<file path="config.mk">
export PLATFORM = sky130hd
export DESIGN_NAME = memory_bus_arbiter
export DESIGN_NICKNAME = d
export VERILOG_FILES = /design/src/rtl/arb_pkg.sv /design/src/rtl/arb_sat_counter.sv /design/src/rtl/memory_bus_arbiter.sv
export SDC_FILE = /design/constraint.sdc
export NUM_CORES = 1
export LEC_CHECK = 0
export ABC_AREA = 1
export CAP_MARGIN = 10
export CORE_MARGIN = 8
export CORE_UTILIZATION = 32
export DETAILED_ROUTE_END_ITERATION = 8
export GPL_TIMING_DRIVEN = 1
export HOLD_SLACK_MARGIN = 0.02
export PLACE_DENSITY = 0.87
export SETUP_SLACK_MARGIN = 0.15
export SKIP_LAST_GASP = 1
export SYNTH_ARGS = -nofsm -noshare
export SYNTH_HDL_FRONTEND = slang
export SYNTH_SLANG_ARGS = --single-unit
</file>
<file path="constraint.sdc">
create_clock -name Clk -period 1.6 [get_ports Clk]
set_input_delay 0.32 -clock Clk [delete_from_list [all_inputs] [get_ports Clk]]
set_output_delay 0.32 -clock Clk [all_outputs]
set_load 0.01 [all_outputs]
</file>
<file path="src/rtl/arb_pkg.sv">
// Shared definitions for memory_bus_arbiter: FSM state encoding and bus-owner encoding.
package arb_pkg;

   typedef logic [1:0] arb_state_t;

   localparam arb_state_t ST_IDLE    = 2'd0;
   localparam arb_state_t ST_OWN_CPU = 2'd1;
   localparam arb_state_t ST_OWN_DMA = 2'd2;

   typedef logic [1:0] arb_owner_t;

   localparam arb_owner_t OWNER_NONE = 2'b00;
   localparam arb_owner_t OWNER_CPU  = 2'b01;
   localparam arb_owner_t OWNER_DMA  = 2'b10;

   function automatic arb_owner_t owner_of(input arb_state_t s);
      case (s)
         ST_OWN_CPU: owner_of = OWNER_CPU;
         ST_OWN_DMA: owner_of = OWNER_DMA;
         default:    owner_of = OWNER_NONE;
      endcase
   endfunction

endpackage

</file>
<file path="src/rtl/arb_sat_counter.sv">
// Up-counter with synchronous clear that holds at MAX; used for the arbiter's guard and statistics counters.
module arb_sat_counter
   import arb_pkg::*;
#(
   parameter int           W   = 4,
   parameter logic [W-1:0] MAX = {W{1'b1}}
) (
   input  logic         clk_i,
   input  logic         rst_i,
   input  logic         clr_i,
   input  logic         en_i,
   output logic [W-1:0] cnt_o
);

   logic [W-1:0] cnt_q;
   logic [W-1:0] cnt_d;

   always_comb begin
      cnt_d = cnt_q;
      if (clr_i) begin
         cnt_d = {W{1'b0}};
      end else if (en_i && (cnt_q != MAX)) begin
         cnt_d = cnt_q + W'(1'b1);
      end else begin
         cnt_d = cnt_q;
      end
   end

   always_ff @(posedge clk_i) begin
      if (rst_i) begin
         cnt_q <= {W{1'b0}};
      end else begin
         cnt_q <= cnt_d;
      end
   end

   assign cnt_o = cnt_q;

endmodule

</file>
<file path="src/rtl/memory_bus_arbiter.sv">
// Shares one synchronous memory port between a fixed-priority CPU and a DMA requester.
// Optional ARB_STATS_EN adds saturating per-requester beat counters (cpu_beats, dma_beats).
module memory_bus_arbiter
   import arb_pkg::*;
#(
   parameter int ADDR_W       = 8,
   parameter int DATA_W       = 8,
   parameter int MAX_BURST    = 4,
   parameter int STARVE_LIMIT = 8
) (
   input  logic              Clk,
   input  logic              Reset,
   input  logic              cpu_req,
   input  logic              cpu_we,
   input  logic [ADDR_W-1:0] cpu_addr,
   input  logic [DATA_W-1:0] cpu_wdata,
   output logic              cpu_gnt,
   output logic              cpu_ack,
   output logic [DATA_W-1:0] cpu_rdata,
   input  logic              dma_req,
   input  logic              dma_we,
   input  logic [ADDR_W-1:0] dma_addr,
   input  logic [DATA_W-1:0] dma_wdata,
   input  logic              dma_last,
   output logic              dma_gnt,
   output logic              dma_ack,
   output logic [DATA_W-1:0] dma_rdata,
   output logic [ADDR_W-1:0] mem_addr,
   output logic [DATA_W-1:0] mem_wdata,
   output logic              mem_we,
   input  logic [DATA_W-1:0] mem_rdata
`ifdef ARB_STATS_EN
   ,
   output logic [15:0]       cpu_beats,
   output logic [15:0]       dma_beats
`endif
);

   localparam int SW = $clog2(STARVE_LIMIT + 1);
   localparam int BW = $clog2(MAX_BURST + 1);

   localparam logic [SW-1:0] STARVE_MAX = SW'(STARVE_LIMIT);
   localparam logic [SW-1:0] STARVE_PRE = SW'(STARVE_LIMIT - 1);
   localparam logic [BW-1:0] BURST_LAST = BW'(MAX_BURST - 1);

   arb_state_t        state_q;
   arb_state_t        state_d;
   arb_owner_t        owner_s;
   logic              cpu_ack_q;
   logic              dma_ack_q;
   logic [SW-1:0]     starve_cnt_q;
   logic [BW-1:0]     burst_cnt_q;
   logic              cpu_own_s;
   logic              dma_own_s;
   logic              cpu_beat_s;
   logic              dma_beat_s;
   logic              starve_hit_s;
   logic              burst_hit_s;
   logic              dma_exit_s;
   logic              dma_entry_s;

   assign owner_s    = owner_of(state_q);
   assign cpu_own_s  = (owner_s == OWNER_CPU);
   assign dma_own_s  = (owner_s == OWNER_DMA);
   assign cpu_beat_s = cpu_own_s & cpu_req;
   assign dma_beat_s = dma_own_s & dma_req;

   // starve_cnt saturates, so ">= LIMIT-1" means "reaches LIMIT on this beat"
   assign starve_hit_s = dma_req && (starve_cnt_q >= STARVE_PRE);
   assign burst_hit_s  = dma_beat_s && (burst_cnt_q == BURST_LAST);
   assign dma_exit_s   = dma_own_s && (!dma_req || (dma_beat_s && dma_last) || (burst_hit_s && cpu_req));
   assign dma_entry_s  = (state_d == ST_OWN_DMA) && !dma_own_s;

   always_comb begin
      state_d = state_q;
      case (state_q)
         ST_IDLE: begin
            if (cpu_req && !(dma_req && (starve_cnt_q == STARVE_MAX))) begin
               state_d = ST_OWN_CPU;
            end else if (dma_req) begin
               state_d = ST_OWN_DMA;
            end else begin
               state_d = ST_IDLE;
            end
         end
         ST_OWN_CPU: begin
            if (!cpu_req) begin
               state_d = dma_req ? ST_OWN_DMA : ST_IDLE;
            end else if (starve_hit_s) begin
               state_d = ST_OWN_DMA;
            end else begin
               state_d = ST_OWN_CPU;
            end
         end
         ST_OWN_DMA: begin
            if (dma_exit_s) begin
               state_d = cpu_req ? ST_OWN_CPU : ST_IDLE;
            end else begin
               state_d = ST_OWN_DMA;
            end
         end
         default: state_d = ST_IDLE;
      endcase
   end

   always_ff @(posedge Clk) begin
      if (Reset) begin
         state_q   <= ST_IDLE;
         cpu_ack_q <= 1'b0;
         dma_ack_q <= 1'b0;
      end else begin
         state_q   <= state_d;
         cpu_ack_q <= cpu_beat_s;
         dma_ack_q <= dma_beat_s;
      end
   end

   arb_sat_counter #(.W(SW), .MAX(STARVE_MAX)) u_starve_cnt (
      .clk_i (Clk),
      .rst_i (Reset),
      .clr_i (dma_entry_s),
      .en_i  (cpu_beat_s & dma_req),
      .cnt_o (starve_cnt_q)
   );

   // A beat at the burst limit either hands over or wraps; both restart the count
   arb_sat_counter #(.W(BW), .MAX(BURST_LAST)) u_burst_cnt (
      .clk_i (Clk),
      .rst_i (Reset),
      .clr_i (dma_exit_s | burst_hit_s),
      .en_i  (dma_beat_s),
      .cnt_o (burst_cnt_q)
   );

   always_comb begin
      mem_addr  = {ADDR_W{1'b0}};
      mem_wdata = {DATA_W{1'b0}};
      mem_we    = 1'b0;
      if (cpu_beat_s) begin
         mem_addr  = cpu_addr;
         mem_wdata = cpu_wdata;
         mem_we    = cpu_we;
      end else if (dma_beat_s) begin
         mem_addr  = dma_addr;
         mem_wdata = dma_wdata;
         mem_we    = dma_we;
      end else begin
         mem_addr  = {ADDR_W{1'b0}};
         mem_wdata = {DATA_W{1'b0}};
         mem_we    = 1'b0;
      end
   end

   assign cpu_gnt   = cpu_own_s;
   assign dma_gnt   = dma_own_s;
   assign cpu_ack   = cpu_ack_q;
   assign dma_ack   = dma_ack_q;
   assign cpu_rdata = mem_rdata;
   assign dma_rdata = mem_rdata;

`ifdef ARB_STATS_EN
   arb_sat_counter #(.W(16), .MAX(16'hFFFF)) u_cpu_beats (
      .clk_i (Clk),
      .rst_i (Reset),
      .clr_i (1'b0),
      .en_i  (cpu_beat_s),
      .cnt_o (cpu_beats)
   );

   arb_sat_counter #(.W(16), .MAX(16'hFFFF)) u_dma_beats (
      .clk_i (Clk),
      .rst_i (Reset),
      .clr_i (1'b0),
      .en_i  (dma_beat_s),
      .cnt_o (dma_beats)
   );
`endif

endmodule
</file>
# [Word level (Yosys, flattened, before mapping)]
# Cells that the tools add are included.
[totals] ff_bits=11 in_bits=47 output_inout_bits=37 wordCells=53
[classes] addsub=2 n_lt_le_gt_ge=1 eq_ne=9 mux=14 n_bitwise=4 n_reduce_logical=18
[ops] operator="$mux 8" n=4
[ops] operator="$logic_and 1x1->1" n=10
[ops] operator="$mux 2" n=5
[ops] operator="$eq 2x2->1 const B" n=3
[ops] operator="$pmux 2 s3" n=1
[ops] operator="$add 4x1->4 const B" n=1
[ops] operator="$eq 2x1->1 const B" n=2
[ops] operator="$eq 4x4->1 const B" n=1
[ops] operator="$ge 4x3->1 const B" n=1
[ops] operator="$ne 4x4->1 const B" n=1
[ops] operator="$pmux 2 s2" n=1
[ops] operator="$reduce_or 2->1" n=2
[ops] operator="$add 3x1->3 const B" n=1
[ops] operator="$and 1x1->1" n=3
[ops] operator="$eq 3x2->1 const B" n=1
[ops] operator="$logic_not 1->1" n=3
[ops] operator="$mux 1" n=3
[ops] operator="$ne 3x2->1 const B" n=1
[ops] operator="$logic_not 2->1" n=1
[ops] operator="$logic_or 1x1->1" n=2
[ops] operator="$or 1x1->1" n=1

# [Depth between registers and ports, before layout]
[depth] word_depth=13 ltp_mapped=10 ltp_nobuf=10

# [Cells and area by module]
# A second synthesis with hierarchy kept.
[unflattened] cells_unflattened=142 area_unflattened_um2=984.7
[by_module_without_submodules] mod="memory_bus_arbiter" n_inst=1 cells_each=83 area_per_inst_um2=584.3 seq_area_each_um2=80.1
[by_module_without_submodules] mod="arb_sat_counter (u_starve_cnt)" n_inst=1 cells_each=36 area_per_inst_um2=241.5 seq_area_each_um2=80.1
[by_module_without_submodules] mod="arb_sat_counter (u_burst_cnt)" n_inst=1 cells_each=23 area_per_inst_um2=158.9 seq_area_each_um2=60.1

# [Worst setup path after synthesis]
# OpenSTA, ideal clock, no wires.
[synth_timing] path_type="reg2out" start="register state_q[0]" end="output port mem_addr[0]" arrival_ns=1.082 required_time_ns=1.280 path_slack_ns=0.198 stages_incl_launch_ff=7 path_buffers=2 cell_sequence="dfxtp_1 > nor2_4 > nand2_2 > inv_2 > buf_6 > buf_6 > a22o_1"
[synth_between] elab_chain_len=6 word_cells_on_any_way=9 classes_between="eq/ne: 4; mux: 3; bitwise: 2"
[synth_rtl] element="from (decl)" line="memory_bus_arbiter.sv:46" rtl="arb_state_t state_q;"
[synth_rtl] element="from (signal assigned)" line="memory_bus_arbiter.sv:112" rtl="state_q <= state_d;"
[synth_rtl] element="$eq 2x2->1 / $eq 2x1->1 (equally long branches)" line="arb_pkg.sv:17" rtl="case (s)"
[synth_rtl] element="$pmux 2 s2 (*)" line="arb_pkg.sv:17"
[synth_rtl] element="$eq 2x2->1 (*)" line="memory_bus_arbiter.sv:64" rtl="assign dma_own_s = (owner_s == OWNER_DMA);"
[synth_rtl] element="named net dma_gnt" line="memory_bus_arbiter.sv:25" rtl="output logic dma_gnt,"
[synth_rtl] element="$and 1x1->1 (*)" line="memory_bus_arbiter.sv:66" rtl="assign dma_beat_s = dma_own_s & dma_req;"
[synth_rtl] element="$mux 8 (*)" line="memory_bus_arbiter.sv:143" rtl="end else if (dma_beat_s) begin"
[synth_rtl] element="$mux 8 (*)" line="memory_bus_arbiter.sv:139" rtl="if (cpu_beat_s) begin"
[synth_rtl] element="to (decl)" line="memory_bus_arbiter.sv:28" rtl="output logic [ADDR_W-1:0] mem_addr,"
# Mark *: on every way through the listed nets, which the timed path passes. The rest lies on a longest branch.

# [Final worst setup path]
[layout_timing] start="register state_q[1]" end="output port mem_addr[2]"
[layout_between] elab_chain_len=6 word_cells_on_any_way=9 classes_between="eq/ne: 4; mux: 3; bitwise: 2"
[layout_rtl] element="$eq 2x2->1 / $eq 2x1->1 (equally long branches)" line="arb_pkg.sv:17"
[layout_rtl] element="$pmux 2 s2 (*)" line="arb_pkg.sv:17"
[layout_rtl] element="$eq 2x2->1" line="memory_bus_arbiter.sv:64"
[layout_rtl] element="$and 1x1->1" line="memory_bus_arbiter.sv:66"
[layout_rtl] element="$mux 8" line="memory_bus_arbiter.sv:143"
[layout_rtl] element="$mux 8 (*)" line="memory_bus_arbiter.sv:139"
# Mark *: on every way between the ends. The rest lies on a longest branch, timed or not.

==> impl_metrics.tcl <==
set metrics [dict create \
    design_area_um2 1644 \
    grt_pass1_vias 1003 \
    power_density_nw_per_um2 490.6 \
    post_dp_cell_area_um2 1558 \
    setup_slack_ns -0.03741 \
    io_pins 84 \
    nNetsFinal 251 \
    status "finished, violations left" \
    netlist.area_leader.share 0.2251 \
    num-fill-cells 285 \
    grt_max_degree 11 \
    rsz0062_at_grt "yes" \
    wl_per_cell_um 14.01 \
    finalPower_uw 806.5 \
    portBuffers 59 \
    ys_types 24 \
    synth_ff_type "dfxtp_1" \
    cellLeakagePower_uw 0.0007934 \
    period_share 1.023 \
    dr.pass1.iters 2 \
    fin_crit_ns 1.637 \
    fin_skew_ns 0.003955 \
    crit_required_ns 1.28 \
    cp_slowest_stage_delay_ns 0.34 \
    crit_path_frequent_cell "inv_4" \
    drtAntennaViolNets 0 \
    ir_worst_vdd_mv 0.3168 \
    synthesis.area_um2 978.4 \
    die_h_um 71.30 \
    dieArea_um2 5083 \
    violations "setup timing" \
    critPathCaptureType "output pin" \
    netlist_top_cells_count "nand2_1 (25), a22o_1 (17), buf_4 (16)" \
    die_w_um 71.30 \
    antenna_found_initial 0 \
    row_count 20 \
    finalHoldViolations 0 \
    cp_slowest_cell "dfxtp_2" \
    ys_async_sr_fraction 0 \
    cts.clk_slew.worst_paths_ns 0.07 \
    setup_viol 17 \
    finalWirelength_mm 3.250 \
    cp_cell_sequence "inv_4 -> nor2_4 -> nand2_2 -> inv_4 -> buf_12 -> a22o_1 -> buf_2" \
    avgSynthCellArea_um2 7.194 \
    coreArea_um2 2978 \
    maxCapViolations 0 \
    cp_top_family "buffers and inverters" \
    yosysWarnings 0 \
    critPathBufInv 4 \
    vias 1077 \
    fmax_mhz 610.7 \
    start_util 0.3286 \
    grt_remaining_overflow 0 \
    cts_buffers 3 \
    synth_top_area_cell "dfxtp_1" \
    cts_tree "built" \
    htree_levels 1 \
    vias_per_cell 4.642 \
    clk_path_buf_depth 2 \
    cts_root_buf "clkbuf_4" \
    critPathKind "reg2out" \
    syn_inst 136 \
    start_kind "flip-flop" \
    slew_viol_final 0 \
    synth_nets 187 \
    drcViolationCount 0 \
    yosysMostFrequentCell "nand2_1" \
    antenna_cells 0 \
    layout-drive-gt1-share 0.3116 \
    dpl.hpwl_mm 2.423 \
    tightest_slew_ns 0.2276 \
    tns_ns -0.3917 \
    relSlewSlack 0.8477 \
    yosys_register_bits 11 \
    hp-class "reg2reg" \
    synth-edff-count 0 \
    ys_seq_area_frac 0.2251 \
    syn_to_final_growth_pct 68.03 \
    grtUsageTotal 0.1243 \
    clkLatencyLatePin_ns 0.27 \
    gp_congestion 0.8130 \
    grt_pass1_wl_mm 5.030 \
    critPathMaxFanout 10 \
    clock_sinks 11 \
    first_iter_violations 22 \
    arrival_ns 1.32 \
    ys_top_cells_by_area "dfxtp_1 (23%), a22o_1 (15%), buf_4 (12%)" \
]
## power breakdown
part           leakage [µW]  switching, µW  internal (µW)  total, µW
logic              0.000688            134            190        324
clock network     0.0000150           94.8           96.6        191
registers         0.0000902           9.44            282        291
## path summary, 6_finish.rpt
path,from,end,slack [ns],cells after the start
max,state_q[1],mem_addr[2],-0.04,7
max reg2reg,state_q[1],u_starve_cnt.cnt_o[3],0.11,13
min,u_burst_cnt.cnt_o[2],u_burst_cnt.cnt_o[2],0.53,4
min reg2reg,u_burst_cnt.cnt_o[2],u_burst_cnt.cnt_o[2],0.53,4
## cells in the final DEF (no fill, tap or decap), types with 3 or more instances in the layout
master	synthesis	final
o21ai_1	4	3
clkdlybuf4s50_1	0	36
inv_1	12	12
ha_1	4	4
buf_6	2	8
nor2_1	11	11
inv_4	0	4
nand2_2	2	3
buf_4	16	10
clkbuf_4	0	3
dfxtp_1	11	9
a22o_1	17	17
nand3_1	8	8
inv_2	8	4
buf_2	2	17
nor2_4	1	3
nand2_1	25	24
## state kept, by name, indices dropped and copies added, names as in the netlist
register,flops
u_starve_cnt.cnt_o,4
dma_ack,1
cpu_ack,1
u_burst_cnt.cnt_o,3
state_q,2
## tightest hold or removal path: stages, from the launching register on
cell and delay (ns):
dfxtp_1 0.31, nand2_1 0.05, o21ai_1 0.05, inv_1 0.04, nor2_1 0.03
## cells by family (layout without fill, tap and decap cells)
kind of cell	after synthesis	count (layout)	share of synthesized area
AO/OA/AOI/OAI	24	24	0.1893
XOR/XNOR	3	3	0.02686
adder cells (fa/ha/maj)	4	4	0.05115
buffers and inverters	41	102	0.2366
flip-flops	11	11	0.2251
AND/OR/NAND/NOR	53	55	0.2711
## stage by stage
step           cells  utilization  hold WS (ns)  setup WS, ns
2_1_floorplan    136            -        0.3891        0.1977
3_3_place_gp     218       0.5231        0.5093       -0.5749
3_5_place_dp     218       0.5231        0.5225       -0.5868
4_1_cts          230       0.5340        0.5355      -0.04178
5_1_grt          232       0.5521        0.5758       -0.1115
6_report         232       0.5521        0.5314      -0.03741
## area by class of cell
class	count	area, µm²	share of cell area
Clock buffer	4	26.28	0.01598
Tap cell	33	41.29	0.02511
Timing Repair Buffer	77	693.2	0.4216
Sequential cell	11	225.2	0.1370
Multi-Input combinational cell	86	568.0	0.3455
Inverter	21	90.09	0.05479
## what timing repair did
item / CTS / global route
pin swaps: 6 / 6
setup endpoints to repair: 20 / 26
endpoints found under the hold margin: 0 / 0
resized for setup: 89 / 13
gates cloned: 2 / 0
hold buffers: 0 / 0
setup buffers: 6 / 2
## routing by layer
metal | up-vias | track usage | share of wire
li1 | 560 | - | -
met1 | 465 | 0.1211 | 0.37
met2 | 45 | 0.2255 | 0.51
met3 | 7 | 0.05300 | 0.091
met4 | 0 | 0.04850 | 0.020
met5 | - | 0 | 0
No activity file was read; power rests on OpenSTA's default activity.
